### src/rtl/l1cache_mem_if.sv
// rtl/l1cache_mem_if.sv - line-granular L1 <-> memory request/response channel pair
// Client issues requests and sinks responses; Server is the opposite side.
interface l1cache_mem_if;
  logic        req_valid;
  logic        req_ready;
  logic        req_we;
  logic [31:0] req_addr;
  logic [63:0] req_data;
  logic [1:0]  req_id;
  logic        resp_valid;
  logic        resp_ready;
  logic [63:0] resp_data;
  logic [1:0]  resp_id;

  modport Client (
    output req_valid, req_we, req_addr, req_data, req_id, resp_ready,
    input  req_ready, resp_valid, resp_data, resp_id
  );

  modport Server (
    input  req_valid, req_we, req_addr, req_data, req_id, resp_ready,
    output req_ready, resp_valid, resp_data, resp_id
  );
endinterface

### src/rtl/l1_mem_arbiter.sv
// rtl/l1_mem_arbiter.sv - round-robin icache/dcache arbiter onto one memory port
// Downstream IDs index a 4-entry tag table that restores client and original ID on response.
module l1_mem_arbiter (
  input  logic          clk,
  input  logic          rst_n,
  l1cache_mem_if.Server icache,
  l1cache_mem_if.Server dcache,
  l1cache_mem_if.Client mem,
  output logic          err
);

  logic [3:0]      vld_q, vld_d;
  logic [3:0]      client_q, client_d;
  logic [3:0][1:0] orig_q, orig_d;
  logic            lock_vld_q, lock_vld_d;
  logic            lock_client_q, lock_client_d;
  logic [1:0]      lock_id_q, lock_id_d;
  logic            rr_last_q, rr_last_d;
  logic            err_q, err_d;

  logic            any_free;
  logic [1:0]      free_id;
  logic            gnt_vld;
  logic            gnt_client;
  logic [1:0]      gnt_id;
  logic            sel_valid;
  logic            sel_we;
  logic [31:0]     sel_addr;
  logic [63:0]     sel_data;
  logic [1:0]      sel_id;
  logic            req_hs;
  logic [1:0]      rsp_idx;
  logic            rsp_hit;
  logic            rsp_tgt;
  logic            rsp_ready;
  logic            rsp_hs;

  // Lowest free entry; the descending loop lets the smallest index win.
  always_comb begin
    free_id  = 2'd0;
    any_free = 1'b0;
    for (int i = 3; i >= 0; i--) begin
      if (!vld_q[i]) begin
        free_id  = 2'(i);
        any_free = 1'b1;
      end
    end
  end

  always_comb begin
    gnt_vld    = 1'b0;
    gnt_client = 1'b0;
    gnt_id     = free_id;
    if (lock_vld_q) begin
      gnt_vld    = 1'b1;
      gnt_client = lock_client_q;
      gnt_id     = lock_id_q;
    end else if (any_free) begin
      if (icache.req_valid && dcache.req_valid) begin
        gnt_vld    = 1'b1;
        gnt_client = ~rr_last_q;
      end else if (icache.req_valid) begin
        gnt_vld    = 1'b1;
        gnt_client = 1'b0;
      end else if (dcache.req_valid) begin
        gnt_vld    = 1'b1;
        gnt_client = 1'b1;
      end
    end
  end

  assign sel_valid = gnt_client ? dcache.req_valid : icache.req_valid;
  assign sel_we    = gnt_client ? dcache.req_we    : icache.req_we;
  assign sel_addr  = gnt_client ? dcache.req_addr  : icache.req_addr;
  assign sel_data  = gnt_client ? dcache.req_data  : icache.req_data;
  assign sel_id    = gnt_client ? dcache.req_id    : icache.req_id;

  // Handshakes exclude rst_n so the reset net only gates outputs, never flop data.
  assign req_hs = gnt_vld & sel_valid & mem.req_ready;

  assign mem.req_valid    = rst_n & gnt_vld & sel_valid;
  assign mem.req_we       = sel_we;
  assign mem.req_addr     = sel_addr;
  assign mem.req_data     = sel_data;
  assign mem.req_id       = gnt_id;
  assign icache.req_ready = rst_n & gnt_vld & ~gnt_client & mem.req_ready;
  assign dcache.req_ready = rst_n & gnt_vld &  gnt_client & mem.req_ready;

  assign rsp_idx   = mem.resp_id;
  assign rsp_hit   = vld_q[rsp_idx];
  assign rsp_tgt   = client_q[rsp_idx];
  // Beats with an unallocated ID are always accepted so a stray response cannot wedge memory.
  assign rsp_ready = rsp_hit ? (rsp_tgt ? dcache.resp_ready : icache.resp_ready) : 1'b1;
  assign rsp_hs    = mem.resp_valid & rsp_ready & rsp_hit;

  assign mem.resp_ready    = rst_n & rsp_ready;
  assign icache.resp_valid = rst_n & mem.resp_valid & rsp_hit & ~rsp_tgt;
  assign dcache.resp_valid = rst_n & mem.resp_valid & rsp_hit &  rsp_tgt;
  assign icache.resp_data  = mem.resp_data;
  assign dcache.resp_data  = mem.resp_data;
  assign icache.resp_id    = orig_q[rsp_idx];
  assign dcache.resp_id    = orig_q[rsp_idx];

  assign err = err_q;

  always_comb begin
    vld_d         = vld_q;
    client_d      = client_q;
    orig_d        = orig_q;
    lock_vld_d    = lock_vld_q;
    lock_client_d = lock_client_q;
    lock_id_d     = lock_id_q;
    rr_last_d     = rr_last_q;
    err_d         = err_q;

    if (rsp_hs) begin
      vld_d[rsp_idx] = 1'b0;
    end

    // Allocation targets a free entry and the free targets a valid one, so they never collide.
    if (req_hs) begin
      vld_d[gnt_id]    = 1'b1;
      client_d[gnt_id] = gnt_client;
      orig_d[gnt_id]   = sel_id;
      rr_last_d        = gnt_client;
      lock_vld_d       = 1'b0;
    end else if (gnt_vld && sel_valid) begin
      lock_vld_d    = 1'b1;
      lock_client_d = gnt_client;
      lock_id_d     = gnt_id;
    end

    if (mem.resp_valid && !rsp_hit) begin
      err_d = 1'b1;
    end
  end

  always_ff @(posedge clk or negedge rst_n) begin
    if (!rst_n) begin
      vld_q         <= '0;
      client_q      <= '0;
      orig_q        <= '0;
      lock_vld_q    <= 1'b0;
      lock_client_q <= 1'b0;
      lock_id_q     <= 2'd0;
      rr_last_q     <= 1'b1;
      err_q         <= 1'b0;
    end else begin
      vld_q         <= vld_d;
      client_q      <= client_d;
      orig_q        <= orig_d;
      lock_vld_q    <= lock_vld_d;
      lock_client_q <= lock_client_d;
      lock_id_q     <= lock_id_d;
      rr_last_q     <= rr_last_d;
      err_q         <= err_d;
    end
  end

endmodule
### src/flat_wrapper.sv
// flat-port wrapper written by rule: the top's interface ports become plain ports
module l1_mem_arbiter_flat 
  (clk, rst_n, err, icache_req_valid, icache_req_we, icache_req_addr, icache_req_data, icache_req_id, icache_resp_ready, icache_req_ready, icache_resp_valid, icache_resp_data, icache_resp_id, dcache_req_valid, dcache_req_we, dcache_req_addr, dcache_req_data, dcache_req_id, dcache_resp_ready, dcache_req_ready, dcache_resp_valid, dcache_resp_data, dcache_resp_id, mem_req_valid, mem_req_we, mem_req_addr, mem_req_data, mem_req_id, mem_resp_ready, mem_req_ready, mem_resp_valid, mem_resp_data, mem_resp_id);
  l1cache_mem_if icache_i ();
  l1cache_mem_if dcache_i ();
  l1cache_mem_if mem_i ();
  input  logic clk;
  input  logic rst_n;
  output logic err;
  input wire logic [$bits(icache_i.req_valid)-1:0] icache_req_valid;
  input wire logic [$bits(icache_i.req_we)-1:0] icache_req_we;
  input wire logic [$bits(icache_i.req_addr)-1:0] icache_req_addr;
  input wire logic [$bits(icache_i.req_data)-1:0] icache_req_data;
  input wire logic [$bits(icache_i.req_id)-1:0] icache_req_id;
  input wire logic [$bits(icache_i.resp_ready)-1:0] icache_resp_ready;
  output wire logic [$bits(icache_i.req_ready)-1:0] icache_req_ready;
  output wire logic [$bits(icache_i.resp_valid)-1:0] icache_resp_valid;
  output wire logic [$bits(icache_i.resp_data)-1:0] icache_resp_data;
  output wire logic [$bits(icache_i.resp_id)-1:0] icache_resp_id;
  input wire logic [$bits(dcache_i.req_valid)-1:0] dcache_req_valid;
  input wire logic [$bits(dcache_i.req_we)-1:0] dcache_req_we;
  input wire logic [$bits(dcache_i.req_addr)-1:0] dcache_req_addr;
  input wire logic [$bits(dcache_i.req_data)-1:0] dcache_req_data;
  input wire logic [$bits(dcache_i.req_id)-1:0] dcache_req_id;
  input wire logic [$bits(dcache_i.resp_ready)-1:0] dcache_resp_ready;
  output wire logic [$bits(dcache_i.req_ready)-1:0] dcache_req_ready;
  output wire logic [$bits(dcache_i.resp_valid)-1:0] dcache_resp_valid;
  output wire logic [$bits(dcache_i.resp_data)-1:0] dcache_resp_data;
  output wire logic [$bits(dcache_i.resp_id)-1:0] dcache_resp_id;
  output wire logic [$bits(mem_i.req_valid)-1:0] mem_req_valid;
  output wire logic [$bits(mem_i.req_we)-1:0] mem_req_we;
  output wire logic [$bits(mem_i.req_addr)-1:0] mem_req_addr;
  output wire logic [$bits(mem_i.req_data)-1:0] mem_req_data;
  output wire logic [$bits(mem_i.req_id)-1:0] mem_req_id;
  output wire logic [$bits(mem_i.resp_ready)-1:0] mem_resp_ready;
  input wire logic [$bits(mem_i.req_ready)-1:0] mem_req_ready;
  input wire logic [$bits(mem_i.resp_valid)-1:0] mem_resp_valid;
  input wire logic [$bits(mem_i.resp_data)-1:0] mem_resp_data;
  input wire logic [$bits(mem_i.resp_id)-1:0] mem_resp_id;
  assign icache_i.req_valid = icache_req_valid;
  assign icache_i.req_we = icache_req_we;
  assign icache_i.req_addr = icache_req_addr;
  assign icache_i.req_data = icache_req_data;
  assign icache_i.req_id = icache_req_id;
  assign icache_i.resp_ready = icache_resp_ready;
  assign icache_req_ready = icache_i.req_ready;
  assign icache_resp_valid = icache_i.resp_valid;
  assign icache_resp_data = icache_i.resp_data;
  assign icache_resp_id = icache_i.resp_id;
  assign dcache_i.req_valid = dcache_req_valid;
  assign dcache_i.req_we = dcache_req_we;
  assign dcache_i.req_addr = dcache_req_addr;
  assign dcache_i.req_data = dcache_req_data;
  assign dcache_i.req_id = dcache_req_id;
  assign dcache_i.resp_ready = dcache_resp_ready;
  assign dcache_req_ready = dcache_i.req_ready;
  assign dcache_resp_valid = dcache_i.resp_valid;
  assign dcache_resp_data = dcache_i.resp_data;
  assign dcache_resp_id = dcache_i.resp_id;
  assign mem_req_valid = mem_i.req_valid;
  assign mem_req_we = mem_i.req_we;
  assign mem_req_addr = mem_i.req_addr;
  assign mem_req_data = mem_i.req_data;
  assign mem_req_id = mem_i.req_id;
  assign mem_resp_ready = mem_i.resp_ready;
  assign mem_i.req_ready = mem_req_ready;
  assign mem_i.resp_valid = mem_resp_valid;
  assign mem_i.resp_data = mem_resp_data;
  assign mem_i.resp_id = mem_resp_id;
  l1_mem_arbiter u_core (.clk(clk), .rst_n(rst_n), .icache(icache_i), .dcache(dcache_i), .mem(mem_i), .err(err));
endmodule
### config.mk
export PLATFORM = sky130hd
export DESIGN_NAME = l1_mem_arbiter_flat
export DESIGN_NICKNAME = d
export VERILOG_FILES = /design/src/rtl/l1cache_mem_if.sv /design/src/rtl/l1_mem_arbiter.sv /design/src/flat_wrapper.sv
export SDC_FILE = /design/constraint.sdc
export NUM_CORES = 1
export LEC_CHECK = 0
export BUFFER_PORTS_ARGS = -buffer_cell sky130_fd_sc_hd__buf_2
export CORE_AREA = 2 2 200 202
export DETAILED_ROUTE_END_ITERATION = 10
export DIE_AREA = 0 0 202 204
export GPL_ROUTABILITY_DRIVEN = 0
export SYNTH_ARGS = -nofsm -noshare
export SYNTH_HDL_FRONTEND = slang
export SYNTH_SLANG_ARGS = --single-unit
export TNS_END_PERCENT = 1
### constraint.sdc
create_clock -name clk -period 2.2 [get_ports clk]
set_input_delay 0 -clock clk [delete_from_list [all_inputs] [get_ports clk]]
set_output_delay 0 -clock clk [all_outputs]
set_load 0.02 [all_outputs]
==> summary.md <==
| Metric | Value |
|---|---|
| Met2 Use GR | 12.68% |
| Post-route ant nets | 0 |
| Complex-gate fraction of the synthesized area | 4.213% |
| Vias in the first global route | 3,526 |
| Distinct cells, synth | 37 |
| Number of enable flip-flop cells after synthesis | 0 |
| WP buf/inv | 3 |
| Max Cap Viol | 0 |
| Total GRT Usage | 7.779% |
| Critical Path RT | 2.20 ns |
| Global-route wire length before repair | 23,450 um |
| WL/cell | 14.52 um |
| Clock Tree Root | clkbuf_16 |
| Min-delay src | mem_resp_data[43] |
| Clock latency on the worst-skew pair | 0.25 ns |
| Tightest Hold Check Type | in -> out |
| Slew Viols, Final | 0 |
| DIE AREA | 41,210 sq um |
| CP cell instances | buf_6 > a211oi_4 > buf_4 > a22o_2 > nand2_1 > nand2_1 > buf_2 |
| TritonCTS Buffers | 3 |
| Sink Count | 22 |
| Reg2Reg Launch Point | u_core.vld_q[1] |
| CP Launch Type | flip-flop |
| Worst slew margin | 62.52% |
| Reported leakage power | 0.002809 uW |
| Largest delay share family, worst path | compound AO/OA/AOI/OAI gates |
| Max IR drop VDD | 0.4526 mV |
| Syn Area/Cell | 6.169 sq um |
| PortBufs | 317 |
| Crit path time final | 2.130 ns |
| Chip Width | 202 um |
| RSZ-0062 raised after global routing | yes |
| Ys async rst share | 100.0% |
| WHS Endpoint | dcache_resp_data[43] |
| Worst reg2reg path depth | 6 |
| DP HPWL | 14,940 um |
| 1st-pass router iterations | 5 |
| # setup viols final | 0 |
| Critical Path Sink Type | primary output |
| Slowest CP cell | dfrtp_2 |
| Grt ovf | 0 |
| Fraction of layout instances using a drive strength above 1 | 50.69% |
| # rows | 73 |
| Met1 Use GR | 7.870% |
| Setup ws final | 0.06968 ns |
| Mux cell area share after synthesis | 9.582% |
| Critical R2R Capture | u_core.orig_q[1] |
| Cell mode on critical path | nand2_1 |
| Largest family of logic cells by synthesized area | simple AND/OR/NAND/NOR gates |
| Final period util | 96.83% |
| Chip Height | 204 um |
| Largest net degree at the start of global routing | 61 |
| GR peak layer | met2 |
| Design area | 4852 sq um |
| Clk_skew | 0.001380 ns |
| Max Root-Sink Buffers | 2 |
| Arr. time, crit path | 2.13 ns |
| Synthesis-to-finish area growth | 44.59% |
| Via Count | 4,120 |
| M3 GR Usage | 3.954% |
| Initial drt markers | 259 |
| Htree depth | 1 |
| Final #Nets | 1,001 |
| Hold Fails Final Rpt | 0 |
| Critical path type | reg -> out |
| Hold path cells | 0 |
| Least-Margin Pin Slew | 0.5622 ns |
| Sequential area share after synthesis | 16.44% |
| Remaining DRCs | 0 |
| Crit-path max cell delay | 0.48 ns |
| Syn_nets | 816 |
| R2R setup slack | 0.13 ns |
| Initial antenna violation count | 2 |
| Final WL | 18,210 um |
| Synthesized cell area | 3356 sq um |
| Gate Count Post-Synth | 544 |
| Status | complete, no violations |
| Flops & latches, synth | 22 |
| Starting density of the core | 8.564% |
| YS warnings | 0 |
| Adder-cell share of the synthesized area | 0% |
| Clock transition at path regs | 0.06 ns |
| Primary FF master, synth | dfrtp_1 |
| DP Worst Slack | 0.08789 ns |
| Vias per cell | 3.285 |
| Synth Area in Simple Gates | 37.40% |
| Core area | 39,180 sq um |
| CP Max Fanout | 13 |
| PD cells | 1285 nW/um^2 |
| XOR/XNOR Fraction of Synth Area | 0% |
| Cell Area, Placed | 4626 sq um |
| Max frequency | 469.4 MHz |
| Io pins | 510 |
| CTS tree | built |
## how the worst max path moves through the flow
| stage | from | to | slack [ns] | depth (start not counted) |
|---|---|---|---|---|
| after global routing | u_core.lock_vld_q | mem_req_data[5] | -0.02 | 7 |
| after global placement | u_core.lock_vld_q | mem_req_data[33] | 0.16 | 7 |
| after CTS | u_core.lock_client_q | u_core.orig_q[1] | 0.009 | 5 |
| after detailed placement | u_core.lock_vld_q | mem_req_data[33] | 0.09 | 7 |
| after floorplan | u_core.lock_client_q | u_core.client_q[0] | 0.33 | 4 |
| final | u_core.lock_vld_q | mem_req_data[11] | 0.07 | 7 |
## cell usage in the layout, fill, tap and decap left out, types with 2 or more instances in the layout
cell       netlist  layout
inv_1            4       4
a21oi_1          3       3
buf_8            0       2
buf_12           0       3
nor4_1           2       2
mux2i_1          4       4
o31ai_1          2       2
dfrtp_1         21      19
buf_4          130      11
mux4_2           3       3
nand3b_1         2       2
nand3_1          3       3
buf_2            1     315
mux2_2          15      15
dfrtp_2          0       2
nand2_1        297     297
o21ai_0          2       2
nor2_1           7       7
mux2_4           3       3
buf_6            0       2
clkbuf_16        0       3
## cell families (layout without fill, tap and decap cells)
logic type	count (synthesis)	after routing
muxes	25	25
buffers and inverters	159	342
AOI/OAI and AO/OA	20	21
DFF	22	22
and+or+nand+nor	318	318
other	0	1
## routing by layer
metal	routed length [um]	vias to the layer above
met5	140	-
met4	1047	2
met3	2645	66
met2	8541	321
met1	5830	1804
li1	-	1927
## power breakdown
group | leakage [uW] | internal (uW) | switching (uW)
registers | 0.000257 | 606 | 171
logic | 0.00251 | 1820 | 3220
clock network | 0.0000442 | 277 | 141
total | 0.00281 | 2710 | 3530
## cell usage after synthesis, types with 2 or more instances
cell type  number  area share [%]
o31ai_1         2            0.45
buf_4         130              29
nand3_1         3            0.45
mux2_2         15             5.0
a21oi_1         3            0.45
nand2_1       297              33
mux2i_1         4             1.2
dfrtp_1        21              16
mux2_4          3             1.3
mux4_2          3             2.0
o21ai_0         2            0.30
inv_1           4            0.45
nand3b_1        2            0.45
nor4_1          2            0.37
nor2_1          7            0.78
clkbuf_1       24             2.7
a211oi_1        2            0.45
## metrics by stage
step | setup TNS, ns | utilization, % | instances | power (uW) | hold slack (ns)
final | 0 | 12.38 | 1254 | 6236 | 0.000009056
after global routing | -0.08662 | 12.38 | 1254 | 6737 | 0.00004286
after CTS | 0 | 12.30 | 1250 | 6268 | 0.0002111
after detailed placement | 0 | 11.81 | 1239 | 5582 | 0.0002111
after global placement | 0 | 11.81 | 1239 | 5502 | 0.0002111
after floorplan | 0 | - | 544 | 4184 | -0.2956
## flip-flops by register name, indices dropped and copies added, names as in the netlist
name	cells
u_core.lock_client_q	1
u_core.orig_q	8
u_core.rr_last_q	1
u_core.lock_id_q	2
u_core.err	1
u_core.client_q	4
u_core.vld_q	4
u_core.lock_vld_q	1
## what timing repair did
item / in CTS / in global routing
pin swaps: 3 / 2
hold endpoints to repair: 21 / 0
endpoints found under the setup margin: 82 / 79
setup buffers: 5 / 3
gates cloned: 1 / 0
resized for setup: 9 / 4
hold buffers: 1 / 0
## area by class of cell
class | instances | area [sq um]
tap | 525 | 656.9
inverter | 4 | 15.01
clock buffer | 4 | 88.84
antenna | 1 | 2.502
multi-input combinational | 364 | 1753
timing repair buffer | 334 | 1782
sequential | 22 | 554.3
fill | 4526 | 34330
(Power assumes the default switching activity.)
